<file path="src/rtl/shift_seq_pkg.sv">
// rtl/shift_seq_pkg.sv - shared state encoding for the shift-register sequencer
package shift_seq_pkg;

    localparam int STATE_W = 2;

    typedef enum logic [STATE_W-1:0] {
        ST_IDLE  = 2'd0,
        ST_SHIFT = 2'd1,
        ST_DONE  = 2'd2
    } state_t;

endpackage

</file>
<file path="src/rtl/shift_tick_gen.sv">
// rtl/shift_tick_gen.sv - bit-rate divider producing one tick every p_div running cycles
module shift_tick_gen #(
    parameter int p_div = 4
) (
    input  logic clk,
    input  logic reset,
    input  logic clr,
    input  logic run,
    output logic tick
);

    localparam int DW = (p_div > 1) ? $clog2(p_div) : 1;

    logic [DW-1:0] div_cnt;
    logic          at_top;

    assign at_top = (div_cnt == DW'(p_div - 1));
    assign tick   = run && at_top;

    // Divider counts 0..p_div-1 while running; clr restarts the bit period.
    always_ff @(posedge clk) begin
        if (reset || clr) begin
            div_cnt <= '0;
        end else if (run) begin
            div_cnt <= at_top ? '0 : div_cnt + DW'(1);
        end
    end

endmodule

</file>
<file path="src/rtl/shift_seq_ctrl.sv">
// rtl/shift_seq_ctrl.sv - word-in/word-out sequencer driving an external parallel-load shift register
module shift_seq_ctrl
    import shift_seq_pkg::*;
#(
    parameter int   p_nbits      = 8,
    parameter int   p_div        = 4,
    parameter logic p_idle_level = 1'b1
) (
    input  logic               clk,
    input  logic               reset,
    input  logic               in_valid,
    output logic               in_ready,
    input  logic [p_nbits-1:0] in_data,
    output logic               out_valid,
    input  logic               out_ready,
    output logic [p_nbits-1:0] out_data,
    input  logic               abort,
    output logic               busy,
    input  logic               ser_in,
    output logic               ser_out,
    output logic               bit_strb,
    output logic               sr_load_en,
    output logic [p_nbits-1:0] sr_load,
    output logic               sr_en,
    output logic               sr_d,
    input  logic [p_nbits-1:0] sr_q
);

    localparam int BW = $clog2(p_nbits + 1);

    state_t        state;
    state_t        state_nxt;
    logic [BW-1:0] bit_cnt;
    logic          run;
    logic          clr;
    logic          tick;
    logic          last_bit;

    // An abort cancels the pending tick so the shift register is left untouched that cycle.
    assign run      = (state == ST_SHIFT) && !abort;
    assign clr      = !run;
    assign last_bit = (bit_cnt == BW'(p_nbits - 1));

    shift_tick_gen #(
        .p_div (p_div)
    ) u_tick_gen (
        .clk   (clk),
        .reset (reset),
        .clr   (clr),
        .run   (run),
        .tick  (tick)
    );

    // State register.
    always_ff @(posedge clk) begin
        if (reset) begin
            state <= ST_IDLE;
        end else begin
            state <= state_nxt;
        end
    end

    // Bit counter: cleared on word acceptance, advanced once per shift.
    always_ff @(posedge clk) begin
        if (reset) begin
            bit_cnt <= '0;
        end else if (state == ST_IDLE && in_valid) begin
            bit_cnt <= '0;
        end else if (tick) begin
            bit_cnt <= bit_cnt + BW'(1);
        end
    end

    // Next-state and output decode from the registered state.
    always_comb begin
        state_nxt  = state;
        in_ready   = 1'b0;
        out_valid  = 1'b0;
        busy       = 1'b1;
        sr_load_en = 1'b0;
        sr_en      = 1'b0;
        ser_out    = p_idle_level;
        case (state)
            ST_IDLE: begin
                in_ready   = 1'b1;
                busy       = 1'b0;
                sr_load_en = in_valid && !reset;
                if (in_valid) begin
                    state_nxt = ST_SHIFT;
                end
            end
            ST_SHIFT: begin
                ser_out = sr_q[p_nbits-1];
                if (abort) begin
                    state_nxt = ST_IDLE;
                end else if (tick) begin
                    sr_en = 1'b1;
                    if (last_bit) begin
                        state_nxt = ST_DONE;
                    end
                end
            end
            ST_DONE: begin
                out_valid = 1'b1;
                if (out_ready) begin
                    state_nxt = ST_IDLE;
                end
            end
            default: begin
                state_nxt = ST_IDLE;
            end
        endcase
    end

    assign bit_strb = sr_en;
    assign out_data = sr_q;
    assign sr_load  = in_data;
    assign sr_d     = ser_in;

endmodule

</file>
<file path="config.mk">
export PLATFORM = sky130hd
export DESIGN_NAME = shift_seq_ctrl
export DESIGN_NICKNAME = d
export VERILOG_FILES = /design/src/rtl/shift_seq_pkg.sv /design/src/rtl/shift_tick_gen.sv /design/src/rtl/shift_seq_ctrl.sv
export SDC_FILE = /design/constraint.sdc
export NUM_CORES = 1
export LEC_CHECK = 0
export ABC_AREA = 1
export BUFFER_PORTS_ARGS = -buffer_cell sky130_fd_sc_hd__buf_2
export CAP_MARGIN = 15
export CELL_PAD_IN_SITES_DETAIL_PLACEMENT = 0
export CELL_PAD_IN_SITES_GLOBAL_PLACEMENT = 2
export CORE_MARGIN = 3
export CORE_UTILIZATION = 18
export DETAILED_ROUTE_END_ITERATION = 16
export PLACE_DENSITY_LB_ADDON = 0.1
export SETUP_SLACK_MARGIN = 0.3
export SYNTH_ARGS = -nofsm -noshare
export SYNTH_HDL_FRONTEND = slang
export SYNTH_SLANG_ARGS = --single-unit
</file>
<file path="constraint.sdc">
create_clock -name clk -period 1.29 [get_ports clk]
set_clock_uncertainty 0.05 [all_clocks]
set_input_delay 0.258 -clock clk [delete_from_list [all_inputs] [get_ports clk]]
set_output_delay 0.258 -clock clk [all_outputs]
set_load 0.01 [all_outputs]
</file>
==> results of run 1 <==
==> cells by family after synthesis <==
| kind of cell | count (synthesis) |
|---|---|
| compound gates | 5 |
| xor+xnor | 1 |
| fa+ha+maj | 2 |
| buf+inv | 31 |
| flops | 8 |
| simple gates | 38 |
==> power by group <==
part / internal (mW) / switching, mW
combinational: 0.0930 / 0.0876
sequential: 0.255 / 0.0166
clock: 0.106 / 0.0829
total: 0.454 / 0.187
==> per-layer routing <==
metal	up-vias	GRT usage	part of all wire
met5	-	0	0
met4	0	0.0243	0.020
met3	4	0.0410	0.082
met2	15	0.102	0.46
met1	226	0.0758	0.44
li1	270	-	-
==> registers in the layout (all words and copies together), names as in the netlist <==
name,cells
u_tick_gen.div_cnt,2
bit_cnt,4
state,2
==> layout by cell type (no fill, tap or decap), types with 6 or more instances in the layout <==
master	count
nand2_2	8
nand2_1	9
buf_4	10
nor2_1	6
inv_1	11
buf_6	9
buf_2	10
==> area by class of cell <==
type / instances / area [um^2]
fillers: 348 / 2240
repair buffers: 29 / 226
multi-input cells: 46 / 329
clock buffers: 3 / 22.5
inverters: 13 / 56.3
well taps: 44 / 55.1
flip-flops and latches: 8 / 175
==> through the flow <==
stage	TNS, ns	cells	area [um^2]
floorplan	0	85	621
global placement	0	125	609
detailed placement	0	125	609
CTS	-0.496	137	776
global route	-0.966	143	865
finish	-0.308	143	865
==> critical path, delay by kind of cell, from the launching register on <==
family                 cells  cell delay (ns)
DFF                        1             0.36
and+or+nand+nor            2             0.26
buffers and inverters      2             0.19
==> what timing repair did <==
action / CTS / global route
pin swaps: 9 / 11
gates resized for setup: 23 / 12
buffers inserted: 9 / 6
setup endpoints to repair: 14 / 15
==> final timing paths <==
path,start,to,depth (start not counted)
setup / recovery,state[1],ser_out,4
hold / removal,reset,state[0],2
setup reg to reg,state[1],u_tick_gen.div_cnt[0],9
hold reg to reg,bit_cnt[3],bit_cnt[3],2
==> impl_metrics.yaml, run 1 <==
status:
  status: "finished, violations left"
  violations: "negative setup slack"
placement:
  gp_congestion: 0.638
  io_buffers: 13
  dpl_worst_slack_ns: 0.0959
  dp_hpwl_um: 954
detailed_routing:
  wirelength_um: 1260
  ant_nets: 0
  viasPerCell: 3.60
  drt_pass1_iterations: 5
  via_count: 515
  wl_per_cell_um: 8.82
  drc: 0
  first_iter_violations: 7
clock_network:
  cts.htree.levels: 1
  clkLatencyLatePin_ns: 0.25
  clock-sinks: 8
  cts_root_buf: "clkbuf_4"
  cts_tree: "built"
  clockBufferDepth: 2
  cts.clk_slew.worst_paths_ns: 0.05
  numCtsBuffers: 3
  hold_buffers: 0
setup_path:
  reg2reg_slack_ns: -0.03
  crit_chain: "inv_6 -> nand2_4 -> or2_4 -> buf_6"
  startpoint_type: "flip-flop"
  path_max_fanout: 3
  critPathKind: "reg2out"
  slowest_delay_ns: 0.36
  worst_ep_required_time_ns: 0.98
  cpMaxStageDelayCell: "dfxtp_4"
  crit_arrival_ns: 1.06
  end_kind: "output pin"
synth:
  synthCells: 85
  synthArstFlopShare: 0
  synth.top_cell.area_share: 0.269
  yosysWarnings: 0
  synth.area.top_cells: "dfxtp_1 27%, buf_4 23%, nand2_1 11%"
  syn_area_um2: 594
  yosysMostFrequentCell: "buf_4"
  synth_edf_count: 0
  syn-num-nets: 109
  yosys.area_share.simple: 0.309
  yosys.area.top_type: "dfxtp_1"
  synth_compound_area_frac: 0.0547
  synth_ff_type: "dfxtp_1"
  muxShareOfSynthArea: 0
  synth_cell_types: 18
  synth-adder-area-share: 0.0421
  synth_xor_area_frac: 0.0147
  yosys-top-cells-count: "18 x buf_4, 17 x nand2_1, 13 x inv_1"
  ys_seq_area_frac: 0.269
  syn_area_per_cell_um2: 6.99
  synth-seq-cells: 8
  synth_top_family_by_area: "buffers and inverters"
power:
  leakage_nw: 0.425
  total_power_uw: 641
  power.density_nw_per_um2: 742
  vdd_drop_max_uv: 356
timing:
  fin_worst_hold_slack_ns: 0.136
  slew_headroom: 0.875
  fin_ws_ns: -0.0770
  fin_crit_sh: 1.06
  rsz0062_at_grt: "yes"
  tightest_slew_ns: 0.187
  drv_slew: 0
  setup_viol: 7
  fmax_mhz: 732
  min_period_ns: 1.37
  hold_viol: 0
global_route:
  grt_max_degree: 6
  antenna_found_initial: 0
  first_global_vias: 472
  grt_pass1_wl_um: 2060
  grt_usage: 0.0668
  gr-total-overflow: 0
final_layout:
  finalCoreUtilization: 0.279
  nets: 125
  antenna_cells: 0
  drive_above_1_share: 0.646
  synthToLayoutAreaGrowth_pct: 45.5
min_path:
  worstHoldPathType: "in2reg"
die:
  die_w_um: 63.5
  die_h_um: 63.5
  fp.coreArea_um2: 3100
  io_pins: 46
  rows: 20
  die-area_um2: 4030
  start_util: 0.192
run:
  cap_violations: 0
No activity file was read; power rests on OpenSTA's default activity.
==> run 2, diff against run 1 <==
- ABC_AREA: 1 -> unset
==> impl_metrics.yaml, run 2 <==
synth:
  syn_area_um2: 529
  synth_cell_types: 23
  synthArstFlopShare: 0
  yosys-top-cells-count: "18 x buf_4, 8 x dfxtp_1, 4 x inv_1"
  yosys.area.top_type: "dfxtp_1"
  synth_ff_type: "dfxtp_1"
  synth-seq-cells: 8
  synthCells: 60
  yosysMostFrequentCell: "buf_4"
  yosysWarnings: 0
  synth_edf_count: 0
  syn_area_per_cell_um2: 8.82
  synth.top_cell.area_share: 0.303
  syn-num-nets: 84
  ys_seq_area_frac: 0.303
  synth.area.top_cells: "dfxtp_1 30%, buf_4 26%, nand4bb_4 5.2%"
clock_network:
  cts_tree: "built"
  clkLatencyLatePin_ns: 0.26
  cts.htree.levels: 1
  clock-sinks: 8
  numCtsBuffers: 3
  cts.clk_slew.worst_paths_ns: 0.06
  cts_root_buf: "clkbuf_4"
  clockBufferDepth: 2
power:
  power.density_nw_per_um2: 769
  leakage_nw: 0.305
  vdd_drop_max_uv: 229
  total_power_uw: 563
die:
  rows: 19
  die_w_um: 60.2
  io_pins: 46
  start_util: 0.190
  die-area_um2: 3630
  fp.coreArea_um2: 2780
  die_h_um: 60.2
timing:
  drv_slew: 0
  fmax_mhz: 697
  fin_crit_sh: 1.11
  rsz0062_at_grt: "yes"
  hold_viol: 0
  setup_viol: 12
  slew_headroom: 0.865
  fin_ws_ns: -0.146
  min_period_ns: 1.44
  tightest_slew_ns: 0.201
final_layout:
  largest_reg_flops: 4
  top_register: "bit_cnt"
  stdcell_count: 101
  mostFrequentLayoutCells: "9 x buf_2, 8 x buf_6, 6 x buf_4"
  antenna_cells: 0
  reg.largest.list: "bit_cnt: 4 flops, state: 2 flops, u_tick_gen.div_cnt: 2 flops"
  nets: 95
  drive_above_1_share: 0.643
  final_common_cell: "buf_2"
  synthToLayoutAreaGrowth_pct: 38.3
setup_path:
  cpMaxStageDelayCell: "dfxtp_4"
  startpoint: "state[0]"
  critPathKind: "reg2out"
  slowest_delay_ns: 0.37
  path_max_fanout: 3
  crit_chain: "or3b_4 -> buf_6"
  r2r_start: "state[0]"
  crit_family: "flip-flops"
  startpoint_type: "flip-flop"
  critPathBufInv: 1
  end_kind: "output pin"
  crit_arrival_ns: 1.13
  worst_ep_required_time_ns: 0.98
detailed_routing:
  wl_per_cell_um: 12.3
  wirelength_um: 1240
  via_count: 414
  drt_pass1_iterations: 3
  drc: 0
  viasPerCell: 4.10
  ant_nets: 0
  first_iter_violations: 4
global_route:
  grt_pass1_wl_um: 1970
  gr-total-overflow: 0
  antenna_found_initial: 0
  grt_usage: 0.0766
  first_global_vias: 422
  grt_max_degree: 7
placement:
  dp_hpwl_um: 829
  numPlacedInstances: 86
  io_buffers: 13
  gp_congestion: 0.612
min_path:
  worstHoldPathType: "in2reg"
  hold_start: "reset"
run:
  cap_violations: 0
status:
  violations: "negative setup slack"
  status: "finished, violations left"
run 2: cell types whose count changed after synthesis, sizes merged, moves of 2 or more:
cell and change:
nand2 -17, inv -9, nand3 -3, nor2 -8, or3 +2, and2b +2, or3b +2
run 2: final cells by class:
type | instances | area, um^2
repair buffers | 24 | 200
fillers | 288 | 2050
well taps | 31 | 38.8
clock buffers | 4 | 26.3
flip-flops and latches | 8 | 171
multi-input cells | 30 | 278
inverters | 4 | 17.5
run 2: worst register-to-register path, delay by kind of cell (launching register included):
kind | cells | cell delay, ns
flip-flops | 1 | 0.37
AND/OR/NAND/NOR | 2 | 0.51
AO/OA/AOI/OAI | 1 | 0.11
buffers and inverters | 3 | 0.29
run 2: stage by stage:
stage / setup WS (ns) / util / hold slack [ns] / setup TNS (ns) / instance area (um^2)
2_1_floorplan: 0.123 / - / 0.270 / 0 / 568
3_3_place_gp: 0.0610 / 0.193 / 0.379 / 0 / 537
3_5_place_dp: 0.0385 / 0.193 / 0.378 / 0 / 537
4_1_cts: -0.166 / 0.249 / 0.211 / -0.955 / 693
5_1_grt: -0.221 / 0.263 / 0.212 / -1.84 / 732
6_report: -0.146 / 0.263 / 0.209 / -1.03 / 732
run 2: path summary, 6_finish.rpt:
check                                              to  slack, ns  cells past startpoint
worst max-delay path                          ser_out      -0.15                      2
worst max register to register               state[1]      -0.10                      6
worst min register to register  u_tick_gen.div_cnt[0]       0.38                      1
worst min-delay path                         state[0]       0.21                      2
run 2: cells by family after synthesis:
| group | count (synthesis) | synth area share |
|---|---|---|
| AOI/OAI and AO/OA | 8 | 0.0922 |
| xor gates and xnor gates | 1 | 0.0166 |
| adders and majority gates | 2 | 0.0473 |
| buffers and inverters | 22 | 0.284 |
| DFF | 8 | 0.303 |
| and+or+nand+nor | 19 | 0.258 |
run 2: power breakdown:
part           total [mW]  switching (mW)  internal [mW]
Clock               0.212          0.0932          0.119
Combinational      0.0980          0.0384         0.0596
Sequential          0.253         0.00445          0.248
run 2: per-layer routing:
layer	up-vias	track usage	wire length (um)
met5	-	0	0
met3	6	0.0130	90
li1	203	-	-
met4	0	0.0665	42
met2	21	0.114	547
met1	184	0.0934	563
run 2: repair_timing:
item | 4_1_cts | 5_1_grt
setup buffers | 7 | 4
pin swaps | 10 | 6
endpoints found under the hold margin | 0 | 0
hold buffers | 0 | 0
setup endpoints to repair | 15 | 15
resized for setup | 14 | 3
==> run 3, diff against run 2 <==
- CAP_MARGIN: 15 -> 10
- REMOVE_ABC_BUFFERS: unset -> 1
==> impl_metrics.yaml, run 3 (same netlist as run 2, synthesis figures left out) <==
global_route:
  grt_pass1_wl_um: 2310
  grt_max_degree: 7
  grt_usage: 0.0894
  antenna_found_initial: 0
  first_global_vias: 450
  gr-total-overflow: 0
min_path:
  hold_start: "reset"
  worstHoldPathType: "in2reg"
  whs_path_depth: 2
  holdPathEnd: "state[0]"
setup_path:
  path_max_fanout: 5
  critPathKind: "reg2out"
  crit_family: "flip-flops"
  crit_arrival_ns: 1.13
  worst_ep_required_time_ns: 0.98
  critPathBufInv: 1
  startpoint_type: "flip-flop"
  cpMaxStageDelayCell: "dfxtp_4"
  reg2reg_slack_ns: -0.03
  r2r_start: "u_tick_gen.div_cnt[0]"
  ff2ff_path_depth: 5
  rr_endpoint: "bit_cnt[2]"
  slowest_delay_ns: 0.38
  startpoint: "state[0]"
  crit_chain: "or3b_4 -> buf_6"
  end_kind: "output pin"
clock_network:
  numCtsBuffers: 3
  cts.htree.levels: 1
  cts.clk_slew.worst_paths_ns: 0.06
  cts_tree: "built"
  clkLatencyLatePin_ns: 0.25
  hold_buffers: 0
  clock-sinks: 8
  clockBufferDepth: 2
  cts_root_buf: "clkbuf_4"
die:
  start_util: 0.190
  fp.coreArea_um2: 2780
  die_w_um: 60.2
  die_h_um: 60.2
  die-area_um2: 3630
  rows: 19
  io_pins: 46
detailed_routing:
  viasPerCell: 4.27
  via_count: 427
  drt_pass1_iterations: 4
  first_iter_violations: 3
  wl_per_cell_um: 13.8
  ant_nets: 0
  wirelength_um: 1380
  drc: 0
final_layout:
  reg.largest.list: "bit_cnt: 4 flops, state: 2 flops, u_tick_gen.div_cnt: 2 flops"
  synthToLayoutAreaGrowth_pct: 38.8
  stdcell_count: 100
  drive_above_1_share: 0.681
  top_register: "bit_cnt"
  final_common_cell: "buf_6"
  design_area_um2: 734
  largest_reg_flops: 4
  nets: 95
  n_fill_cell: 301
  finalCoreUtilization: 0.264
  seqCellArea_um2: 170
  mostFrequentLayoutCells: "10 x buf_6, 9 x buf_2, 5 x buf_4"
  multi_input_area_um2: 290
  antenna_cells: 0
timing:
  rsz0062_at_grt: "yes"
  fin_crit_sh: 1.11
  hold_viol: 0
  slew_headroom: 0.881
  fin_ws_ns: -0.148
  min_period_ns: 1.44
  setup_tns_ns: -0.530
  setup_viol: 7
  drv_slew: 0
  fin_worst_hold_slack_ns: 0.211
  tightest_slew_ns: 0.177
  fmax_mhz: 695
placement:
  dp_hpwl_um: 1040
  numPlacedInstances: 92
  io_buffers: 13
  dpl_worst_slack_ns: -0.0255
  gp_congestion: 0.607
  placed_area_um2: 543
status:
  violations: "negative setup slack"
  status: "finished, violations left"
power:
  total_power_uw: 531
  vdd_drop_max_uv: 342
  leakage_nw: 0.306
  power.density_nw_per_um2: 723
run:
  cap_violations: 0
## run 3: how the worst max path moves through the flow
stage,to,cells after the start
detailed placement,bit_cnt[3],4
floorplan,bit_cnt[3],4
finish,ser_out,2
global route,ser_out,2
CTS,ser_out,2
global placement,state[1],4
## run 3: layout make-up
| cell class | instances | area share |
|---|---|---|
| clock buffer | 3 | 0.0307 |
| tap | 31 | 0.0528 |
| inverter | 4 | 0.0239 |
| multi-input combinational | 30 | 0.395 |
| timing repair buffer | 24 | 0.266 |
| sequential | 8 | 0.232 |
## run 3: per-layer routing
layer	part of all wire	vias up	GRT usage
met1	0.43	192	0.108
met5	0	-	0
met2	0.41	30	0.113
met4	0.0044	0	0.0190
li1	-	203	-
met3	0.15	2	0.0864
## run 3: what timing repair did
| action | CTS | global route |
|---|---|---|
| setup buffers | 4 | 1 |
| endpoints found under the setup margin | 15 | 15 |
| pin swaps | 9 | 1 |
| resized for setup | 27 | 9 |
## run 3: worst register-to-register path: cells and delay by family (launching register included)
kind	cells	cell delay [ns]
AND/OR/NAND/NOR	2	0.47
buffers and inverters	1	0.15
adder cells (fa/ha/maj)	1	0.15
AO/OA/AOI/OAI	1	0.11
flip-flops	1	0.34
## run 3: where the power goes
| group | internal [mW] | total, mW | leakage, nW | switching (mW) |
|---|---|---|---|---|
| combinational | 0.0459 | 0.0791 | 0.225 | 0.0332 |
| sequential | 0.248 | 0.253 | 0.0671 | 0.00523 |
| clock | 0.107 | 0.199 | 0.0138 | 0.0919 |
| total | 0.401 | 0.531 | 0.306 | 0.130 |
